[src/rtl/cp_inserter.sv]
// Cyclic-prefix inserter: buffers one N_FFT-sample symbol, then replays its last
// cp_len samples as a prefix followed by the full symbol body.
module cp_inserter #(
    parameter int SAMPLE_W = 32,
    parameter int N_FFT    = 64,
    parameter int CP_MAX   = 16,
    localparam int CPW     = $clog2(CP_MAX + 1)
) (
    input  logic                clk,
    input  logic                rst,
    input  logic [CPW-1:0]      cp_len,
    input  logic [SAMPLE_W-1:0] in_data,
    input  logic                in_valid,
    input  logic                in_last,
    output logic                in_ready,
    output logic [SAMPLE_W-1:0] out_data,
    output logic                out_valid,
    output logic                out_cp,
    output logic                out_last,
    input  logic                out_ready,
    output logic                sym_err,
    output logic [1:0]          dbg_state
);
    localparam int IDX_W = (N_FFT > 1) ? $clog2(N_FFT) : 1;
    localparam logic [IDX_W-1:0] LAST_IDX = IDX_W'(N_FFT - 1);

    localparam logic [1:0] S_FILL = 2'd0;
    localparam logic [1:0] S_CP   = 2'd1;
    localparam logic [1:0] S_BODY = 2'd2;

    // Handshake: a sample moves on either port only in a cycle where valid and
    // ready are both high; the producer holds data/valid stable until then.

    logic [1:0]          state_q, state_d;
    logic [IDX_W-1:0]    wr_q, wr_d;
    logic [IDX_W-1:0]    rd_q, rd_d;
    logic                err_q, err_d;
    logic                we;
    logic [CPW-1:0]      cp_eff;
    logic [IDX_W-1:0]    rd_start;
    logic [SAMPLE_W-1:0] mem_q [N_FFT];

    assign cp_eff   = (cp_len > CPW'(CP_MAX)) ? CPW'(CP_MAX) : cp_len;
    assign rd_start = IDX_W'(N_FFT - int'(cp_eff));

    always_comb begin
        state_d = state_q;
        wr_d    = wr_q;
        rd_d    = rd_q;
        err_d   = 1'b0;
        we      = 1'b0;
        case (state_q)
            S_FILL: begin
                if (in_valid) begin
                    we = 1'b1;
                    if (wr_q == LAST_IDX) begin
                        wr_d  = '0;
                        err_d = !in_last;
                        if (cp_eff != '0) begin
                            state_d = S_CP;
                            rd_d    = rd_start;
                        end else begin
                            state_d = S_BODY;
                            rd_d    = '0;
                        end
                    end else if (in_last) begin
                        // Short symbol: drop what was collected and restart.
                        err_d = 1'b1;
                        wr_d  = '0;
                    end else begin
                        wr_d = wr_q + IDX_W'(1);
                    end
                end
            end
            S_CP: begin
                if (out_ready) begin
                    if (rd_q == LAST_IDX) begin
                        rd_d    = '0;
                        state_d = S_BODY;
                    end else begin
                        rd_d = rd_q + IDX_W'(1);
                    end
                end
            end
            S_BODY: begin
                if (out_ready) begin
                    if (rd_q == LAST_IDX) begin
                        rd_d    = '0;
                        state_d = S_FILL;
                    end else begin
                        rd_d = rd_q + IDX_W'(1);
                    end
                end
            end
            default: state_d = S_FILL;
        endcase
    end

    always_ff @(posedge clk) begin
        if (rst) begin
            state_q <= S_FILL;
            wr_q    <= '0;
            rd_q    <= '0;
            err_q   <= 1'b0;
        end else begin
            state_q <= state_d;
            wr_q    <= wr_d;
            rd_q    <= rd_d;
            err_q   <= err_d;
        end
    end

    // Sample storage needs no reset: outputs are gated by state.
    always_ff @(posedge clk) begin
        if (we) begin
            mem_q[wr_q] <= in_data;
        end
    end

    assign in_ready  = (state_q == S_FILL);
    assign out_valid = (state_q == S_CP) || (state_q == S_BODY);
    assign out_data  = out_valid ? mem_q[rd_q] : '0;
    assign out_cp    = (state_q == S_CP);
    assign out_last  = (state_q == S_BODY) && (rd_q == LAST_IDX);
    assign sym_err   = err_q;
    assign dbg_state = state_q;
endmodule
[config.mk]
export PLATFORM = sky130hd
export DESIGN_NAME = cp_inserter
export DESIGN_NICKNAME = d
export VERILOG_FILES = /design/src/rtl/cp_inserter.sv
export SDC_FILE = /design/constraint.sdc
export NUM_CORES = 2
export LEC_CHECK = 0
export BUFFER_PORTS_ARGS = -buffer_cell sky130_fd_sc_hd__clkbuf_2
export CORE_MARGIN = 3
export CORE_UTILIZATION = 35
export CTS_CLUSTER_SIZE = 20
export DETAILED_ROUTE_END_ITERATION = 8
export SLEW_MARGIN = 20
export SYNTH_ARGS = -nofsm -noshare
export SYNTH_HDL_FRONTEND = slang
export SYNTH_SLANG_ARGS = --single-unit
[constraint.sdc]
create_clock -name clk -period 5 [get_ports clk]
set_input_delay 0.25 -clock clk [delete_from_list [all_inputs] [get_ports clk]]
set_output_delay 0.25 -clock clk [all_outputs]
set_load 0.02 [all_outputs]
After elaboration in Yosys (flattened, before gate mapping)
Memory sizes are Yosys's and may differ from the RTL's. A register that Yosys moved wholly into a read port is not among the register bits.
Index checks and enable logic that the tools add are counted.
{ "word_totals": {"register_bits": 15, "ramBits": 2048, "input_bits": 42, "out_inout_bits": 39, "wordCells": 59, "mem_count": 1} }
{ "op_classes": {"n_addsub": 3, "magnitude_cmp": 1, "n_eq_ne": 11, "mux": 26, "bitwise_logic": 2, "n_reduce_logical": 11} }
{ "memory_table": {"columns": ["name", "depth", "width", "read_ports", "rd_clocked_by_memory_dff", "wr", "line_no", "rtl"], "rows": [
  ["mem_q", 64, 32, 1, 1, 1, "41", "logic [SAMPLE_W-1:0] mem_q [N_FFT];"]
]} }
{ "ops": {"columns": ["operator", "count"], "rows": [
  ["2-to-1 mux 6 bit", 9],
  ["2-to-1 mux 32 bit", 1],
  ["2-to-1 mux 2 bit", 7],
  ["adder 6 x 1 -> 6 bit (second input constant)", 2],
  ["== test 6 bit (second input constant)", 2],
  ["one-hot mux 6 bit (2 select lines)", 1],
  ["!= test 2 x 1 -> 1 bit (second input constant)", 4],
  ["2-to-1 mux 1 bit", 6],
  ["!= test 2 bit (second input constant)", 3],
  ["one-hot mux 2 bit (3 select lines)", 1],
  ["AND reduction 6 bit", 1],
  ["subtractor 1 x 5 -> 6 bit (first input constant)", 1],
  ["greater-than comparator 5 bit (second input constant)", 1],
  ["2-to-1 mux 5 bit", 1],
  ["nonzero test 5 bit", 1],
  ["AND reduction 4 bit", 1],
  ["OR reduction 3 bit", 1],
  ["== test 2 x 1 -> 1 bit (second input constant)", 1],
  ["== test 2 bit (second input constant)", 1],
  ["zero test 2 bit", 1],
  ["inverter 1 bit", 2],
  ["AND reduction 2 bit", 1],
  ["nonzero test 2 bit", 1],
  ["OR reduction 2 bit", 1],
  ["3 further kinds", 3]
]} }

Logic depth before layout (Yosys ltp)
{ "depth": {"depth_word": 9, "mapped_depth": 10, "mapped_depth_nobuf": 8} }

Worst setup path after synthesis
OpenSTA, ideal clock, no wires.
{ "synth_timing": {"kind": "reg2reg", "from": "register state_q[0] (netlist: dbg_state[0])", "to": "memory mem_q[48][0], enable pin", "setup_time_ns": 0.503, "t_arrival_ns": 4.599, "required_time_ns": 4.497, "setup_slack_ns": -0.102, "path_stages_with_launch": 7, "path_buffers": 1, "synth_period_minus_slack_ns": 5.102, "cell_sequence": "dfxtp_1 inv_1 ha_1 and2_1 clkbuf_1 nand4b_1 nor4_1"} }
{ "synth_via": {"elab_chain_len": 4} }
{ "synth_rtl": {"columns": ["item", "line_no", "rtl"], "rows": [
  ["start, declared", "34", "logic [1:0] state_q, state_d;"],
  ["start signal, assigned", "106", "state_q <= state_d;"],
  ["zero test 2 bit", null, null],
  ["named net in_ready", "15", "output logic in_ready,"],
  ["2-to-1 mux 1 bit", "52", "case (state_q)"],
  ["2-to-1 mux 1 bit", "115", "if (we) begin"],
  ["2-to-1 mux 1 bit (implied by the code)", "116", "mem_q[wr_q] <= in_data;"],
  ["end, declared", "41", null]
]} }
The timed path passes the listed nets, and every way through them passes these cells.

==> results.md <==
- Status: completed
- Tot GR Track Use: 18.5%
- Maximum VDD drop: 0.000342 V
- R2R Setup Slk: around 1500 ps
- Detailed-route wire length per cell: just over 30 um
- Vias in the first global route: just under 40k
- R2R Path Start: dbg_state[0]$_SDFFE_PP0P_
- First-pass GRT wire length: between 300000 and 400000 um
- Critical Path RT: approximately 4800 ps
- Final HPWL DP: 130000 um
- Crit path to: out_data[19]
- Post-synth top area share: 77.0%
- Synth warnings: 0
- Syn_area_per_cell: roughly 23 um2
- RSZ-0062 raised after global routing: false
- Max_slew headroom: 23.6%
- Setup crit end kind: output port
- Clk sink count: about 2.1k
- Area delta synth->final: 15.2%
- Largest net degree at the start of global routing: 81
- Fillers: roughly 20k
- Worst reg2reg endpoint: mem_q[9][24]$_DFFE_PP_
- CTS tree: built
- Die width: about 480 um
- Core ar.: approximately 230000 um2
- Crit path arrival time: 4500 ps
- Worst-Skew Late Latency: 840 ps
- DP Area: ~85000 um2
- Largest cells by area after synthesis: edfxtp_1, mux4_2, mux2i_1
- PortBufs: 80
- Final Skew: a little over 30 ps
- Worst-path fanout max: 41
- Initial Utilization: a little over a third
- Max Cap Violations: 0
- Reg area: ~62000 um2
- Io pins: 81
- Synth cell types: slightly above 60
- Die height: just under 500 um
- Initial antenna violation count: 9
- Drt first pass iters: 5
- Share of post-route cells with drive strength above 1: a little under a third
- Die Area: roughly 230000 um2
- DRC errors left: 0
- Vias: 39.2k
- Cells after Synth: between 3k and 4k
- R2R depth: 6
- WL final: between 200000 and 250000 um
- Crit path launch type: register
- Final setup TNS: 0 ps
- Htree depth: 4
- Syn_nets: 3577
- ANT nets after route: 0
- Fin crit period: around 4800 ps
- Final setup vio count: 0
- Via/cell ratio: around 5.6
- Crit Path Class: register to output port
- Worst-Margin Slew: between 1000 and 1500 ps
- Total congestion overflow: 0
- CTS Buf Count: around 210
- Fmax: 210 MHz
- Gpl congestion: between 0.8 and 0.9
- Starting DRT DRC Count: around 5.2k
- Clock Path Buffers: 3
- HP Class: input pin to register
- CTS clk-pin slew, worst paths: roughly 60 ps
- Nets@finish: ~3.9k
- Post-place setup slack: 1090 ps
- Row count: ~170
- Most common cell in the netlist: edfxtp_1
- Top FF cell, synth: edfxtp_1
- Mapped Area: roughly 80000 um2
- Multi-input logic area: between 15000 and 20000 um2
- Yosys reg bits: 2069
- Final instance area: just over 90000 um2
- EDFF count, synth: 2048
- Period utilization: 95.0%
- Sequential-to-total area share from yosys stat: between 70% and 80%
- FFs w/ async S/R, synth: 0%
- Leakage power: 0.0277 uW
- Final Hold Fails: 0
- Max Slew Vio Count: 0
- Post-layout power: between 30000 and 40000 uW
- Clock root buffer: clkbuf_16
- Cell accounting for the most synthesized area: edfxtp_1
- Final worst slack: roughly 250 ps
- Synth cell count leaders: edfxtp_1, mux4_2, mux2i_1
- Power Density: about 380 nW/um2
## registers in the layout, summed over array words and instances, names as in the netlist, named ones only
register   count
wr_q           6
mem_q       2048
rd_q           6
dbg_state      2
sym_err        1
## layout by cell type, fill, tap and decap left out, types with 46 or more instances in the layout
cell	instances
a22oi_1	70
buf_4	189
clkbuf_1	46
clkbuf_16	208
clkbuf_2	79
clkinv_1	48
edfxtp_1	2048
mux2i_1	124
mux4_2	524
nand2_1	115
nor2_4	62
## worst max-delay path, stage by stage, from the launching register on
cell and delay, ps:
dfxtp_4 930, buf_4 520, mux4_2 290, mux2i_1 70, mux2i_1 550, o22ai_1 320, nor3_1 520, buf_4 210
clkbuf_2 170
## layer usage
layer	global-route usage, %	up-vias	share of wire [%]
li1	-	15600	-
met1	26.0	21300	41
met2	29.3	1921	47
met3	3.53	321	8.5
met4	5.23	2	2.8
met5	0	-	0.0073
## worst min-delay path by stage
| stage | from | endpoint | cells after the start |
|---|---|---|---|
| floorplan | rst | sym_err$_SDFF_PP0_ | 1 |
| global placement | dbg_state[1]$_SDFFE_PP0P_ | dbg_state[1]$_SDFFE_PP0P_ | 2 |
| detailed placement | rd_q[5]$_SDFFE_PP0P_ | rd_q[5]$_SDFFE_PP0P_ | 2 |
| CTS | in_data[12] | mem_q[3][12]$_DFFE_PP_ | 2 |
| global route | in_data[22] | mem_q[23][22]$_DFFE_PP_ | 2 |
| finish | in_data[25] | mem_q[34][25]$_DFFE_PP_ | 2 |
## area by class of cell
type,count,share of cell area (%)
Clock inverter,124,1.32
Timing Repair Buffer,306,2.64
Inverter,8,0.0354
Antenna cell,5,0.0136
Multi-Input combinational cell,1249,18.7
Sequential cell,2069,67.4
Clock buffer,257,5.89
Tap cell,2992,4.07
## cells by family after synthesis
family,share of synthesized area [%]
flops,77.6
mux,16.7
simple gates,1.86
compound gates,2.17
buf+inv,1.59
fa+ha+maj,0.125
xor+xnor,0.0439
## report_power, final
| part | leakage (uW) | internal, uW | switching, uW |
|---|---|---|---|
| Clock | 0.00324 | 8600 | 6630 |
| Sequential | 0.0186 | 19100 | 9.40 |
| Combinational | 0.00582 | 79.6 | 362 |
| Total | 0.0277 | 27800 | 7000 |
## what timing repair did
item,4_1_cts,5_1_grt
resized for setup,0,0
setup buffers,0,0
hold buffers,14,1
hold endpoints to repair,32,62
## through the flow
stage               utilization, %  cells  hold slack, ps
detailed placement            37.7   6609             531
global route                  40.7   7009            45.1
global placement              37.7   6608             524
CTS                           40.7   7004            3.18
floorplan                        -   3527             327
finish                        40.7   7010            51.1
Power figures use the tool's default switching activity.
